`src/rtl/ndma_burst_read_mgr_if.sv`:
```
// OBI bus bundle used by the NanoDMA read manager.
// Manager/Subordinate modports follow OBI naming; master/slave are the same views
// under the names used by other NanoDMA blocks.
interface OBI_BUS #(
  parameter int ADDR_WIDTH = 32,
  parameter int DATA_WIDTH = 32
);
  // Address phase
  logic                    req;
  logic                    gnt;
  logic [ADDR_WIDTH-1:0]   addr;
  logic                    we;
  logic [DATA_WIDTH/8-1:0] be;
  logic [DATA_WIDTH-1:0]   wdata;
  logic                    aid;
  logic                    a_optional;
  // Response phase
  logic                    rvalid;
  logic                    rready;
  logic [DATA_WIDTH-1:0]   rdata;
  logic                    rid;
  logic                    err;
  logic                    r_optional;

  modport Manager (
    output req, addr, we, be, wdata, aid, a_optional, rready,
    input  gnt, rvalid, rdata, rid, err, r_optional
  );

  modport Subordinate (
    input  req, addr, we, be, wdata, aid, a_optional, rready,
    output gnt, rvalid, rdata, rid, err, r_optional
  );

  modport master (
    output req, addr, we, be, wdata, aid, a_optional, rready,
    input  gnt, rvalid, rdata, rid, err, r_optional
  );

  modport slave (
    input  req, addr, we, be, wdata, aid, a_optional, rready,
    output gnt, rvalid, rdata, rid, err, r_optional
  );
endinterface

```
`src/rtl/ndma_burst_read_mgr.sv`:
```
// NanoDMA burst read manager: issues len_i consecutive OBI word reads from
// base_addr_i with up to MAX_OUTST in flight, buffers the read data in a small
// FIFO and hands it out on a valid/ready stream.
// Optional feature macro: NDMA_RD_ERR_EN (OBI error responses abort the burst
// and raise the sticky err_o flag).
//
// Handshakes: a stream beat moves on every cycle where rvalid_o & rready_i are
// both 1; rdata_o is held while rvalid_o=1 and rready_i=0. On OBI, an address
// transfer happens on req & gnt (addr held while req waits for gnt) and each
// rvalid is one in-order response; OBI rready is driven 1 because FIFO space is
// reserved before every request.
module ndma_burst_read_mgr #(
  parameter int ADDR_W     = 32,
  parameter int DATA_W     = 32,
  parameter int LEN_W      = 16,
  parameter int MAX_OUTST  = 2,
  parameter int FIFO_DEPTH = 4
) (
  input  logic              clk_i,
  input  logic              rst_ni,
  input  logic              start_i,
  input  logic [ADDR_W-1:0] base_addr_i,
  input  logic [LEN_W-1:0]  len_i,
  output logic [DATA_W-1:0] rdata_o,
  output logic              rvalid_o,
  input  logic              rready_i,
  output logic              busy_o,
  output logic              done_o,
  output logic              err_o,
  output logic [1:0]        dbg_state_o,
  OBI_BUS.Manager           read_mgr
);

  localparam int OW  = $clog2(MAX_OUTST + 1);
  localparam int CW  = $clog2(FIFO_DEPTH + 1);
  localparam int SW  = CW + 1;
  localparam int PW  = (FIFO_DEPTH > 1) ? $clog2(FIFO_DEPTH) : 1;
  localparam logic [ADDR_W-1:0] ADDR_INC = ADDR_W'(DATA_W / 8);

  typedef enum logic [1:0] {
    S_IDLE  = 2'd0,
    S_ISSUE = 2'd1,
    S_DRAIN = 2'd2
  } state_t;

  state_t              r_state;
  logic [ADDR_W-1:0]   r_addr;
  logic [LEN_W-1:0]    r_issue_cnt;
  logic [LEN_W-1:0]    r_resp_cnt;
  logic [OW-1:0]       r_outst;
  logic                r_done;
  logic                r_err;

  logic [DATA_W-1:0]   r_mem [FIFO_DEPTH];
  logic [PW-1:0]       r_wptr;
  logic [PW-1:0]       r_rptr;
  logic [CW-1:0]       r_fifo_cnt;

  logic [SW-1:0]       w_inflight;
  logic                w_req;
  logic                w_gnt;
  logic                w_resp;
  logic                w_err_rsp;
  logic                w_push;
  logic                w_pop;
  logic [OW-1:0]       w_outst_nxt;

  // Words already promised to the FIFO: in flight on OBI plus stored.
  assign w_inflight = SW'(r_outst) + SW'(r_fifo_cnt);

  assign w_req  = (r_state == S_ISSUE) && (r_issue_cnt != '0) &&
                  (r_outst < OW'(MAX_OUTST)) && (w_inflight < SW'(FIFO_DEPTH));
  assign w_gnt  = w_req & read_mgr.gnt;
  // Responses with nothing outstanding belong to requests from before a reset.
  assign w_resp = read_mgr.rvalid & (r_outst != '0);

`ifdef NDMA_RD_ERR_EN
  assign w_err_rsp = w_resp & read_mgr.err;
`else
  assign w_err_rsp = 1'b0;
`endif

  // After an error, the remaining responses of the burst are consumed but dropped.
  assign w_push = w_resp & ~w_err_rsp & ~r_err & (r_fifo_cnt != CW'(FIFO_DEPTH));
  assign w_pop  = rvalid_o & rready_i;

  assign w_outst_nxt = r_outst + OW'(w_gnt) - OW'(w_resp);

  assign read_mgr.req        = w_req;
  assign read_mgr.addr       = r_addr;
  assign read_mgr.we         = 1'b0;
  assign read_mgr.be         = '1;
  assign read_mgr.wdata      = '0;
  assign read_mgr.aid        = 1'b0;
  assign read_mgr.a_optional = 1'b0;
  assign read_mgr.rready     = 1'b1;

  assign rdata_o     = r_mem[r_rptr];
  assign rvalid_o    = (r_fifo_cnt != '0);
  assign busy_o      = (r_state != S_IDLE);
  assign done_o      = r_done;
  assign err_o       = r_err;
  assign dbg_state_o = r_state;

  // Burst control FSM with its address, length and outstanding counters.
  always_ff @(posedge clk_i) begin
    if (!rst_ni) begin
      r_state     <= S_IDLE;
      r_addr      <= '0;
      r_issue_cnt <= '0;
      r_resp_cnt  <= '0;
      r_outst     <= '0;
      r_done      <= 1'b0;
      r_err       <= 1'b0;
    end else begin
      r_done  <= 1'b0;
      r_outst <= w_outst_nxt;
      if (w_resp) begin
        r_resp_cnt <= r_resp_cnt - LEN_W'(1);
      end
      if (w_gnt) begin
        r_addr      <= r_addr + ADDR_INC;
        r_issue_cnt <= r_issue_cnt - LEN_W'(1);
      end
      case (r_state)
        S_IDLE: begin
          if (start_i) begin
            r_err <= 1'b0;
            if (len_i != '0) begin
              r_state     <= S_ISSUE;
              r_addr      <= base_addr_i;
              r_issue_cnt <= len_i;
              r_resp_cnt  <= len_i;
            end else begin
              r_done <= 1'b1;
            end
          end
        end
        S_ISSUE: begin
          if (w_gnt && (r_issue_cnt == LEN_W'(1))) begin
            r_state <= S_DRAIN;
          end
        end
        S_DRAIN: begin
          if ((r_resp_cnt == '0) && (r_fifo_cnt == '0)) begin
            r_state <= S_IDLE;
            r_done  <= 1'b1;
          end
        end
        default: r_state <= S_IDLE;
      endcase
      // An error stops issuing; only the still-outstanding responses are awaited.
      if (w_err_rsp) begin
        r_err       <= 1'b1;
        r_issue_cnt <= '0;
        r_resp_cnt  <= LEN_W'(w_outst_nxt);
        if (r_state == S_ISSUE) begin
          r_state <= S_DRAIN;
        end
      end
    end
  end

  // FIFO pointers and occupancy.
  always_ff @(posedge clk_i) begin
    if (!rst_ni) begin
      r_wptr     <= '0;
      r_rptr     <= '0;
      r_fifo_cnt <= '0;
    end else begin
      if (w_push) begin
        r_wptr <= r_wptr + PW'(1);
      end
      if (w_pop) begin
        r_rptr <= r_rptr + PW'(1);
      end
      if (w_push && !w_pop) begin
        r_fifo_cnt <= r_fifo_cnt + CW'(1);
      end else if (!w_push && w_pop) begin
        r_fifo_cnt <= r_fifo_cnt - CW'(1);
      end
    end
  end

  // FIFO storage; contents need no reset because occupancy gates visibility.
  always_ff @(posedge clk_i) begin
    if (w_push) begin
      r_mem[r_wptr] <= read_mgr.rdata;
    end
  end

endmodule

```
`src/flat_wrapper.sv`:
```
// flat-port wrapper written by rule: the top's interface ports become plain ports
module ndma_burst_read_mgr_flat 
#(
  parameter int ADDR_W     = 32,
  parameter int DATA_W     = 32,
  parameter int LEN_W      = 16,
  parameter int MAX_OUTST  = 2,
  parameter int FIFO_DEPTH = 4
)
  (clk_i, rst_ni, start_i, base_addr_i, len_i, rdata_o, rvalid_o, rready_i, busy_o, done_o, err_o, dbg_state_o, read_mgr_req, read_mgr_addr, read_mgr_we, read_mgr_be, read_mgr_wdata, read_mgr_aid, read_mgr_a_optional, read_mgr_rready, read_mgr_gnt, read_mgr_rvalid, read_mgr_rdata, read_mgr_rid, read_mgr_err, read_mgr_r_optional);
  OBI_BUS #(.ADDR_WIDTH(32), .DATA_WIDTH(32)) read_mgr_i ();
  input  logic clk_i;
  input  logic rst_ni;
  input  logic start_i;
  input  logic [ADDR_W-1:0] base_addr_i;
  input  logic [LEN_W-1:0] len_i;
  output logic [DATA_W-1:0] rdata_o;
  output logic rvalid_o;
  input  logic rready_i;
  output logic busy_o;
  output logic done_o;
  output logic err_o;
  output logic [1:0] dbg_state_o;
  output wire logic [$bits(read_mgr_i.req)-1:0] read_mgr_req;
  output wire logic [$bits(read_mgr_i.addr)-1:0] read_mgr_addr;
  output wire logic [$bits(read_mgr_i.we)-1:0] read_mgr_we;
  output wire logic [$bits(read_mgr_i.be)-1:0] read_mgr_be;
  output wire logic [$bits(read_mgr_i.wdata)-1:0] read_mgr_wdata;
  output wire logic [$bits(read_mgr_i.aid)-1:0] read_mgr_aid;
  output wire logic [$bits(read_mgr_i.a_optional)-1:0] read_mgr_a_optional;
  output wire logic [$bits(read_mgr_i.rready)-1:0] read_mgr_rready;
  input wire logic [$bits(read_mgr_i.gnt)-1:0] read_mgr_gnt;
  input wire logic [$bits(read_mgr_i.rvalid)-1:0] read_mgr_rvalid;
  input wire logic [$bits(read_mgr_i.rdata)-1:0] read_mgr_rdata;
  input wire logic [$bits(read_mgr_i.rid)-1:0] read_mgr_rid;
  input wire logic [$bits(read_mgr_i.err)-1:0] read_mgr_err;
  input wire logic [$bits(read_mgr_i.r_optional)-1:0] read_mgr_r_optional;
  assign read_mgr_req = read_mgr_i.req;
  assign read_mgr_addr = read_mgr_i.addr;
  assign read_mgr_we = read_mgr_i.we;
  assign read_mgr_be = read_mgr_i.be;
  assign read_mgr_wdata = read_mgr_i.wdata;
  assign read_mgr_aid = read_mgr_i.aid;
  assign read_mgr_a_optional = read_mgr_i.a_optional;
  assign read_mgr_rready = read_mgr_i.rready;
  assign read_mgr_i.gnt = read_mgr_gnt;
  assign read_mgr_i.rvalid = read_mgr_rvalid;
  assign read_mgr_i.rdata = read_mgr_rdata;
  assign read_mgr_i.rid = read_mgr_rid;
  assign read_mgr_i.err = read_mgr_err;
  assign read_mgr_i.r_optional = read_mgr_r_optional;
  ndma_burst_read_mgr #(.ADDR_W(ADDR_W), .DATA_W(DATA_W), .LEN_W(LEN_W), .MAX_OUTST(MAX_OUTST), .FIFO_DEPTH(FIFO_DEPTH)) u_core (.clk_i(clk_i), .rst_ni(rst_ni), .start_i(start_i), .base_addr_i(base_addr_i), .len_i(len_i), .rdata_o(rdata_o), .rvalid_o(rvalid_o), .rready_i(rready_i), .busy_o(busy_o), .done_o(done_o), .err_o(err_o), .dbg_state_o(dbg_state_o), .read_mgr(read_mgr_i));
endmodule
```
`config.mk`:
```
export PLATFORM = sky130hd
export DESIGN_NAME = ndma_burst_read_mgr_flat
export DESIGN_NICKNAME = d
export VERILOG_FILES = /design/src/rtl/ndma_burst_read_mgr_if.sv /design/src/rtl/ndma_burst_read_mgr.sv /design/src/flat_wrapper.sv
export SDC_FILE = /design/constraint.sdc
export NUM_CORES = 1
export LEC_CHECK = 0
export ABC_CLOCK_PERIOD_IN_PS = 3800
export BUFFER_PORTS_ARGS = -buffer_cell sky130_fd_sc_hd__buf_2
export CAP_MARGIN = 5
export CORE_UTILIZATION = 55
export CTS_BUF_LIST = sky130_fd_sc_hd__clkbuf_8
export DETAILED_ROUTE_END_ITERATION = 7
export PLACE_DENSITY_LB_ADDON = 0.2
export REMOVE_ABC_BUFFERS = 1
export SYNTH_ARGS = -nofsm -noshare
export SYNTH_HDL_FRONTEND = slang
export SYNTH_SLANG_ARGS = --single-unit
```
`constraint.sdc`:
```
create_clock -name clk_i -period 3.8 [get_ports clk_i]
set_input_delay 0.38 -clock clk_i [delete_from_list [all_inputs] [get_ports clk_i]]
set_output_delay 0.38 -clock clk_i [all_outputs]
set_load 0.02 [all_outputs]
```
After elaboration in Yosys (flattened, before gate mapping)
Memories as Yosys holds them, arrays and structs flattened. A register that Yosys moved wholly into a read port is not among the register bits.
Cells that the tools add are included.
W data, S select, Z words.
{ "totals": {"ff_bits": 76, "ram_bits": 128, "mem_count": 1} }
{ "classes": {"n_addsub": 10, "n_lt_le_gt_ge": 2, "eq_ne": 8, "muxes": 27, "bitwise": 4, "n_reduce_logical": 19} }
{ "mem_list": {"columns": ["name", "words", "word_bits", "rd", "rd_clocked_by_memory_dff", "write_ports", "line_no", "rtl"], "rows": [
  ["u_core.r_mem", 4, 32, 1, 1, 1, "ndma_burst_read_mgr.sv:54", "logic [DATA_W-1:0] r_mem [FIFO_DEPTH];"]
]} }
{ "op_table": {"columns": ["op", "count"], "rows": [
  ["$mux W16", 8],
  ["$mux W32", 4],
  ["$add A32 B3 Y32 const B", 1],
  ["$reduce_bool A16 Y1", 2],
  ["$sub A16 B1 Y16 const B", 2],
  ["$eq A16 B1 Y1 const B", 1],
  ["$logic_not A16 Y1", 1],
  ["$mux W2", 6],
  ["$logic_and A1 B1 Y1", 7],
  ["$mux W3", 2],
  ["$pmux W2 S3", 1],
  ["$reduce_bool A2 Y1", 3],
  ["$mux W1", 5],
  ["$add A2 B1 Y2 const B", 2],
  ["$add A2 B3 Y4", 1],
  ["$and A1 B1 Y1", 4],
  ["$lt A4 B3 Y1 const B", 1],
  ["$ne A2 B1 Y1 const B", 2],
  ["$ne A2 B2 Y1 const B", 2],
  ["$reduce_and A4 Y1", 1],
  ["$add A3 B1 Y3 const B", 1],
  ["$logic_not A3 Y1", 1],
  ["$ne A3 B3 Y1 const B", 1],
  ["$reduce_bool A3 Y1", 1],
  ["9 further kinds", 10]
]} }

Depth between registers and ports, before layout
Gate-level depths: netlist of the first run.
{ "depth": {"word_depth": 9, "ltp_mapped": 10, "mapped_depth_nobuf": 9} }

Least setup slack after synthesis of the first run
OpenSTA, ideal clock, no wires.
{ "synth_timing": {"path_kind": "reg2reg", "from": "reg u_core.r_fifo_cnt[0]", "to": "reg u_core.r_fifo_cnt[2]", "setup_time_ps": 70, "t_arrival_ps": 2167, "required_ps": 3730, "setup_slack_ps": 1563, "path_stages_with_launch": 9, "n_path_buf": 0, "path_cell_list": "dfxtp_1 or3_1 nand2_1 ha_1 inv_1 fa_1 xor2_1 or3_1 a21oi_1"} }
{ "synth_between": {"elab_chain_cells": 5, "word_cells_on_any_way": 13, "classes_between": "add/sub: 2; eq/ne: 1; mux: 2; bitwise: 2; reduce/logical: 6"} }
{ "synth_rtl": {"columns": ["item", "line_no", "rtl"], "rows": [
  ["start: declaration", "ndma_burst_read_mgr.sv:57", "logic [CW-1:0] r_fifo_cnt;"],
  ["start signal: assignment", "ndma_burst_read_mgr.sv:178", "r_fifo_cnt <= r_fifo_cnt + CW'(1);"],
  ["start signal: assignment", "ndma_burst_read_mgr.sv:180", "r_fifo_cnt <= r_fifo_cnt - CW'(1);"],
  ["$reduce_bool A3 Y1 (*)", "ndma_burst_read_mgr.sv:99", "assign rvalid_o = (r_fifo_cnt != '0);"],
  ["via rvalid_o", "flat_wrapper.sv:18", "output logic rvalid_o;"],
  ["$and A1 B1 Y1 (*)", "ndma_burst_read_mgr.sv:85", "assign w_pop = rvalid_o & rready_i;"],
  ["$logic_not A1 Y1", "ndma_burst_read_mgr.sv:177", "if (w_push && !w_pop) begin"],
  ["$logic_and A1 B1 Y1", "ndma_burst_read_mgr.sv:177", null],
  ["$mux W3 or $reduce_bool A2 Y1 (tied branches)", null, null]
]} }
The timed path passes the listed nets; every way through them passes the cells marked *. The select of a mux whose other input is x is not followed.
A chain may end at the register's enable or synchronous reset.

Final worst setup path of the first run
{ "layout_timing": {"from": "reg u_core.r_issue_cnt[9]", "to": "out read_mgr_req"} }
{ "layout_between": {"elab_chain_cells": 4} }
{ "layout_rtl": {"columns": ["item", "line_no", "rtl"], "rows": [
  ["start: declaration", "ndma_burst_read_mgr.sv:48", "logic [LEN_W-1:0] r_issue_cnt;"],
  ["start signal: assignment", "ndma_burst_read_mgr.sv:123", "r_issue_cnt <= r_issue_cnt - LEN_W'(1);"],
  ["start signal: assignment", "ndma_burst_read_mgr.sv:132", "r_issue_cnt <= len_i;"],
  ["$reduce_bool A16 Y1", "ndma_burst_read_mgr.sv:71", "assign w_req = (r_state == S_ISSUE) && (r_issue_cnt != '0) &&"],
  ["$logic_and A1 B1 Y1 (2 in series)", "ndma_burst_read_mgr.sv:71", null],
  ["$logic_and A1 B1 Y1", "ndma_burst_read_mgr.sv:72", "(r_outst < OW'(MAX_OUTST)) && (w_inflight < SW'(FIFO_DEPTH));"],
  ["end: declaration", "flat_wrapper.sv:24", "output wire logic [$bits(read_mgr_i.req)-1:0] read_mgr_req;"]
]} }
Every way passes these cells.

==> results.sh, run 1 <==
export IMPL_root_buffer="clkbuf_8"
export IMPL_grt_pass1_wl_mm=28.8
export IMPL_cts_sinks=206
export IMPL_cts_tree="yes"
export IMPL_synth_top_area_cell="edfxtp_1"
export IMPL_power_density_mw_per_mm2=576
export IMPL_synth_compound_area_share_pct=8.17
export IMPL_io_pin_count=200
export IMPL_yosysMostFrequentCell="edfxtp_1"
export IMPL_min_period_ps=3070
export IMPL_die_x_um=130
export IMPL_setup_worst_path_start_class="flop"
export IMPL_dp_hpwl_mm=12.3
export IMPL_hp_class="in2reg"
export IMPL_synthMuxAreaShare_pct=8.72
export IMPL_drc=0
export IMPL_nNetsFinal=967
export IMPL_post_cts_buffers=0
export IMPL_finalHoldViolations=0
export IMPL_cts_resized=0
export IMPL_placed_cells=1043
export IMPL_area_growth_pct=15.2
export IMPL_initial_core_util_pct=56.7
export IMPL_cts_clk_slew_worst_paths_ps=60
export IMPL_critPathCaptureType="primary output"
export IMPL_worstPathRequired_ps=3420
export IMPL_fmax_mhz=325
export IMPL_wl_per_cell_um=16.9
export IMPL_synth_seq_area_share_pct=59.5
export IMPL_setup_tns_ps=0
export IMPL_overflow=0
export IMPL_synthTopCellsByArea="edfxtp_1, dfxtp_1, mux4_2"
export IMPL_cts_max_path_buffers=3
export IMPL_wirelength_mm=18.7
export IMPL_synth_ff_type="edfxtp_1"
export IMPL_netlist_area_leader_share_pct=42.3
export IMPL_cts_buffers=34
export IMPL_num_rows=46
export IMPL_vdd_ir_drop_max_mv=0.228
export IMPL_drv_cap=0
export IMPL_port_buffers=155
export IMPL_gp_congestion=0.805
export IMPL_path_cells="nor4_1, and4_1, nor3_1, buf_2"
export IMPL_synth_top_family_by_area="simple AND/OR/NAND/NOR gates"
export IMPL_drive_gt1_share_pct=27.9
export IMPL_core_mm2=0.0160
export IMPL_grt_setup_unrepaired="no"
export IMPL_status="finished, final reports clean"
export IMPL_cp_max_fo=21
export IMPL_drtPass1Iterations=5
export IMPL_post_route_period_util_pct=80.9
export IMPL_first_global_vias=5944
export IMPL_vias=6156
export IMPL_postCtsHoldBufs=0
export IMPL_synth_warnings=0
export IMPL_antenna_found_initial=0
export IMPL_ys_types=51
export IMPL_postRouteAntennaNets=0
export IMPL_p_leak_nw=3.82
export IMPL_arrival_ps=2690
export IMPL_grt_max_degree=60
export IMPL_grt_use_total_pct=21.9
export IMPL_netlist_area_mm2=0.00908
export IMPL_instances_no_fill=1103
export IMPL_yosys_register_bits=206
export IMPL_fin_skew_ps=18.9
export IMPL_tightestPinTransition_ps=899
export IMPL_synth_edf_count=128
export IMPL_syn_instance_count=707
export IMPL_cts_htree_levels=2
export IMPL_insertion_delay_ps=500
export IMPL_yosys_area_share_xor_xnor_pct=4.53
export IMPL_die_h_um=130
export IMPL_vias_per_cell=5.58
export IMPL_cp_slowest_cell="and4_1"
export IMPL_relSlewSlack_pct=40.0
export IMPL_yosys_area_share_simple_pct=10.9
export IMPL_dieArea_mm2=0.0170
export IMPL_drt_initial_drc_count=298
export IMPL_avgSynthCellArea_um2=12.8
export IMPL_slowest_delay_ps=800
export IMPL_total_power_mw=6.03
export IMPL_synth_commonest_cells="edfxtp_1, dfxtp_1, o21ai_0"
export IMPL_synth_fa_ha_area_share_pct=2.15
export IMPL_synthArstFlopShare_pct=0
export IMPL_setup_viol=0
export IMPL_slew_violations=0
export IMPL_crit_type="reg2out"
## worst paths after layout
kind | start | end | slack [ps] | cells past startpoint
worst max-delay path | u_core.r_issue_cnt[9] | read_mgr_req | 730 | 4
worst min-delay path | read_mgr_rdata[0] | u_core.r_mem[2][0] | 90 | 1
worst max register to register | u_core.r_issue_cnt[9] | u_core.r_outst[1] | 830 | 7
worst min register to register | u_core.read_mgr.addr[31] | u_core.read_mgr.addr[31] | 510 | 2
## cells by family (layout without fill, tap and decap cells)
kind of cell / count (synthesis) / after routing
DFF: 206 / 206
buffers and inverters: 95 / 235
muxes: 39 / 39
AOI/OAI and AO/OA: 134 / 134
adders and majority gates: 15 / 15
other: 2 / 42
and+or+nand+nor: 169 / 169
xor gates and xnor gates: 47 / 47
## report_power, final
part	leakage (nW)	total, mW	internal [mW]	switching [mW]
Combinational	1.68	1.54	0.635	0.908
Sequential	1.80	2.76	2.61	0.155
Clock	0.342	1.72	0.893	0.828
Total	3.82	6.03	4.13	1.89
## layout make-up
type | count | area, um2
diodes | 1 | 2.50
well taps | 216 | 270
repair buffers | 158 | 811
multi-input cells | 445 | 3310
clock inverters | 22 | 88.8
clock buffers | 37 | 509
fillers | 1260 | 5540
flip-flops and latches | 206 | 5410
inverters | 18 | 67.6
## routing by layer
layer	GRT usage, %	vias to the layer above	share of wire (%)
met4	8.32	0	2.1
met2	37.6	225	50
met3	4.93	32	6.6
met1	27.1	2965	41
li1	-	2934	-
met5	0	-	0
## metrics by stage
stage          utilization (%)  cell area, um2  hold WS, ps  setup slack, ps
3_5_place_dp              61.6            9860          497              930
5_1_grt                   65.4           10500         58.2              664
4_1_cts                   65.4           10500         55.6              777
2_1_floorplan                -            8760          459              505
6_report                  65.4           10500         89.7              727
3_3_place_gp              61.6            9860          471              995
## critical path, delay by kind of cell (launching register included)
kind | cells | cell delay (ps)
buffers and inverters | 1 | 200
and+or+nand+nor | 3 | 1660
DFF | 1 | 320
## registers in the layout, summed over array words and instances, names as in the netlist, named ones only
signal                cells
u_core.r_issue_cnt       16
u_core.r_fifo_cnt         3
u_core.r_rptr             2
u_core.done_o             1
u_core.dbg_state_o        2
u_core.r_mem            128
u_core.r_wptr             2
u_core.read_mgr.addr     32
u_core.r_outst            2
u_core.r_resp_cnt        16
## cell usage in the layout (no fill, tap or decap), types with 9 or more instances in the layout
master and instances:
ha_1 14, or3_1 14, o31ai_1 14, edfxtp_1 128, mux4_2 32, clkinv_1 9
inv_1 26, conb_1 41, nor2_1 26, nor3_1 15, nand2_1 18, nor4_1 20
nand3_1 12, clkbuf_8 37, or4_1 16, a31oi_1 18, o21ai_0 51, nand4_1 12
xor2_1 16, buf_2 155, a21oi_1 46, dfxtp_1 77, xnor2_1 31
(Power assumes the default switching activity.)
==> inputs of run 2 (changes only) <==
--- a/config.mk
+++ b/config.mk
@@ -5,10 +5,10 @@
 export SDC_FILE = /design/constraint.sdc
 export NUM_CORES = 1
 export LEC_CHECK = 0
-export ABC_CLOCK_PERIOD_IN_PS = 3800
+export ABC_CLOCK_PERIOD_IN_PS = 2500
 export BUFFER_PORTS_ARGS = -buffer_cell sky130_fd_sc_hd__buf_2
 export CAP_MARGIN = 5
-export CORE_UTILIZATION = 55
+export CORE_UTILIZATION = 51
 export CTS_BUF_LIST = sky130_fd_sc_hd__clkbuf_8
 export DETAILED_ROUTE_END_ITERATION = 7
 export PLACE_DENSITY_LB_ADDON = 0.2
==> constraint.sdc (replaced) <==
create_clock -name clk_i -period 2.5 [get_ports clk_i]
set_input_delay 0.25 -clock clk_i [delete_from_list [all_inputs] [get_ports clk_i]]
set_output_delay 0.25 -clock clk_i [all_outputs]
set_load 0.02 [all_outputs]
==> run 2 against run 1 <==
- power increased by 56%
- largest power group unchanged
- register-to-register slack got worse by 660 ps
- sequential share of layout area decreased by 2.9 points
- clock skew decreased by 0.53 ps
- routed wire length increased by 3.9%
- utilization decreased by 1.5 points
- sequential power increased by 51%
- setup slack got worse by 620 ps
- highest routed layer unchanged
- largest cell class unchanged
- critical path type unchanged
- first-iteration DRC count increased by 0.34%
- global-route usage decreased by 1.1 points
==> results.sh, run 2 (synthesized netlist as in run 1, its figures left out) <==
export IMPL_setup_viol=0
export IMPL_slowest_delay_ps=340
export IMPL_wl_per_cell_um=16.7
export IMPL_drtPass1Iterations=5
export IMPL_worstPathRequired_ps=2250
export IMPL_reg2reg_slack_ps=170
export IMPL_layout_commonest_cell="buf_2"
export IMPL_design_area_mm2=0.0111
export IMPL_relSlewSlack_pct=61.1
export IMPL_cp_max_fo=19
export IMPL_arrival_ps=2140
export IMPL_crit_path_end="read_mgr_req"
export IMPL_cts_sinks=206
export IMPL_overflow=0
export IMPL_cp_num_buf_inv=3
export IMPL_status="finished, final reports clean"
export IMPL_antenna_found_initial=1
export IMPL_dieArea_mm2=0.0183
export IMPL_hp_class="in2reg"
export IMPL_place_area_mm2=0.0101
export IMPL_drive_gt1_share_pct=28.9
export IMPL_post_route_period_util_pct=95.7
export IMPL_r2r_end="u_core.read_mgr.addr[30]"
export IMPL_path_cells="inv_1, ha_1, nor4b_2, and4_2, buf_6, nor3_2, buf_2"
export IMPL_power_density_mw_per_mm2=849
export IMPL_crit_type="reg2out"
export IMPL_min_period_ps=2390
export IMPL_vdd_ir_drop_max_mv=0.462
export IMPL_critPathCaptureType="primary output"
export IMPL_setup_worst_path_start_class="flop"
export IMPL_finalHoldViolations=0
export IMPL_instances_no_fill=1166
export IMPL_slew_violations=0
export IMPL_vias=6308
export IMPL_drt_initial_drc_count=299
export IMPL_gp_congestion=0.882
export IMPL_fin_skew_ps=18.4
export IMPL_mostFrequentLayoutCells="buf_2, edfxtp_1, dfxtp_1"
export IMPL_cts_htree_levels=2
export IMPL_grt_use_total_pct=20.9
export IMPL_area_growth_pct=22.1
export IMPL_cts_clk_slew_worst_paths_ps=50
export IMPL_top_register="u_core.r_mem"
export IMPL_cp_depth=7
export IMPL_grt_max_degree=63
export IMPL_p_leak_nw=4.11
export IMPL_die_h_um=135
export IMPL_grt_pass1_wl_mm=29.9
export IMPL_drv_cap=0
export IMPL_fmax_mhz=418
export IMPL_num_rows=48
export IMPL_largest_register_ffs=128
export IMPL_placed_cells=1071
export IMPL_cp_slowest_cell="dfxtp_1"
export IMPL_port_buffers=155
export IMPL_io_pin_count=200
export IMPL_initial_core_util_pct=52.3
export IMPL_core_mm2=0.0174
export IMPL_setup_worst_path_start="u_core.r_issue_cnt[1]"
export IMPL_cts_tree="yes"
export IMPL_die_x_um=135
export IMPL_wirelength_mm=19.4
export IMPL_tightestPinTransition_ps=578
export IMPL_root_buffer="clkbuf_8"
export IMPL_first_global_vias=6090
export IMPL_dp_hpwl_mm=12.4
export IMPL_path_delay_family="simple AND/OR/NAND/NOR gates"
export IMPL_total_power_mw=9.41
export IMPL_insertion_delay_ps=500
export IMPL_reg2reg_from="u_core.r_issue_cnt[1]"
export IMPL_nNetsFinal=1022
export IMPL_rr_worst_depth=8
export IMPL_fin_util_pct=63.9
export IMPL_drc=0
export IMPL_postRouteAntennaNets=0
export IMPL_cts_max_path_buffers=3
export IMPL_cts_buffers=35
export IMPL_vias_per_cell=5.41
## run 2: changes by cell type in the layout (fill, tap and decap cells not counted), sizes merged
cell,change
dlygate4sd3,+35
buf,+19
clkinv,-9
inv,+6
clkbuf,+2
clkinvlp,+1
## run 2: metrics by stage
stage / setup slack [ps] / hold WS, ps / setup TNS [ps]
global route: -4.75 / 27.9 / -4.75
floorplan: -795 / 349 / -45000
global placement: 188 / 460 / 0
CTS: 2.14 / 3.13 / 0
finish: 108 / 34.2 / 0
detailed placement: 81.0 / 470 / 0
## run 2: what timing repair did
action | CTS | global route
setup buffers | 0 | 0
setup endpoints to repair | 0 | 6
endpoints found under the hold margin | 131 | 0
resized for setup | 0 | 5
hold buffers | 35 | 0
## run 2: report_power, final
part | switching, mW | internal, mW
combinational | 1.44 | 1.11
clock | 1.26 | 1.42
sequential | 0.217 | 3.96
## run 2: worst min-delay path by stage
stage                                   from  cells after the start                       end  slack (ps)
after CTS                     base_addr_i[9]                      3   u_core.read_mgr.addr[9]           3
after floorplan            read_mgr_rdata[0]                      0        u_core.r_mem[0][0]         350
final                        base_addr_i[10]                      3  u_core.read_mgr.addr[10]          30
after global routing         base_addr_i[11]                      3  u_core.read_mgr.addr[11]          30
after detailed placement  read_mgr_rdata[28]                      1       u_core.r_mem[3][28]         470
after global placement    read_mgr_rdata[28]                      1       u_core.r_mem[2][28]         460
## run 2: area by class of cell
type | instances | area, um2
fill | 1336 | 6270
sequential | 206 | 5410
multi-input combinational | 445 | 3320
timing repair buffer | 212 | 1380
clock buffer | 39 | 537
tap | 225 | 282
clock inverter | 20 | 86.3
inverter | 18 | 67.6
antenna | 1 | 2.50
## run 2: metal layers
layer	up-vias	wire length (um)	track usage, %
met1	3025	8020	25.6
met4	0	289	5.74
met3	24	1300	4.34
li1	3033	-	-
met5	-	0	0
met2	226	9800	37.1
## run 2: worst register-to-register path, cell delays in order (launching register included)
cell and delay [ps]:
dfxtp_1 340, inv_1 90, ha_1 180, nor4b_2 160
and4_2 270, or3_1 410, buf_4 210, or4_1 410
a31oi_1 190
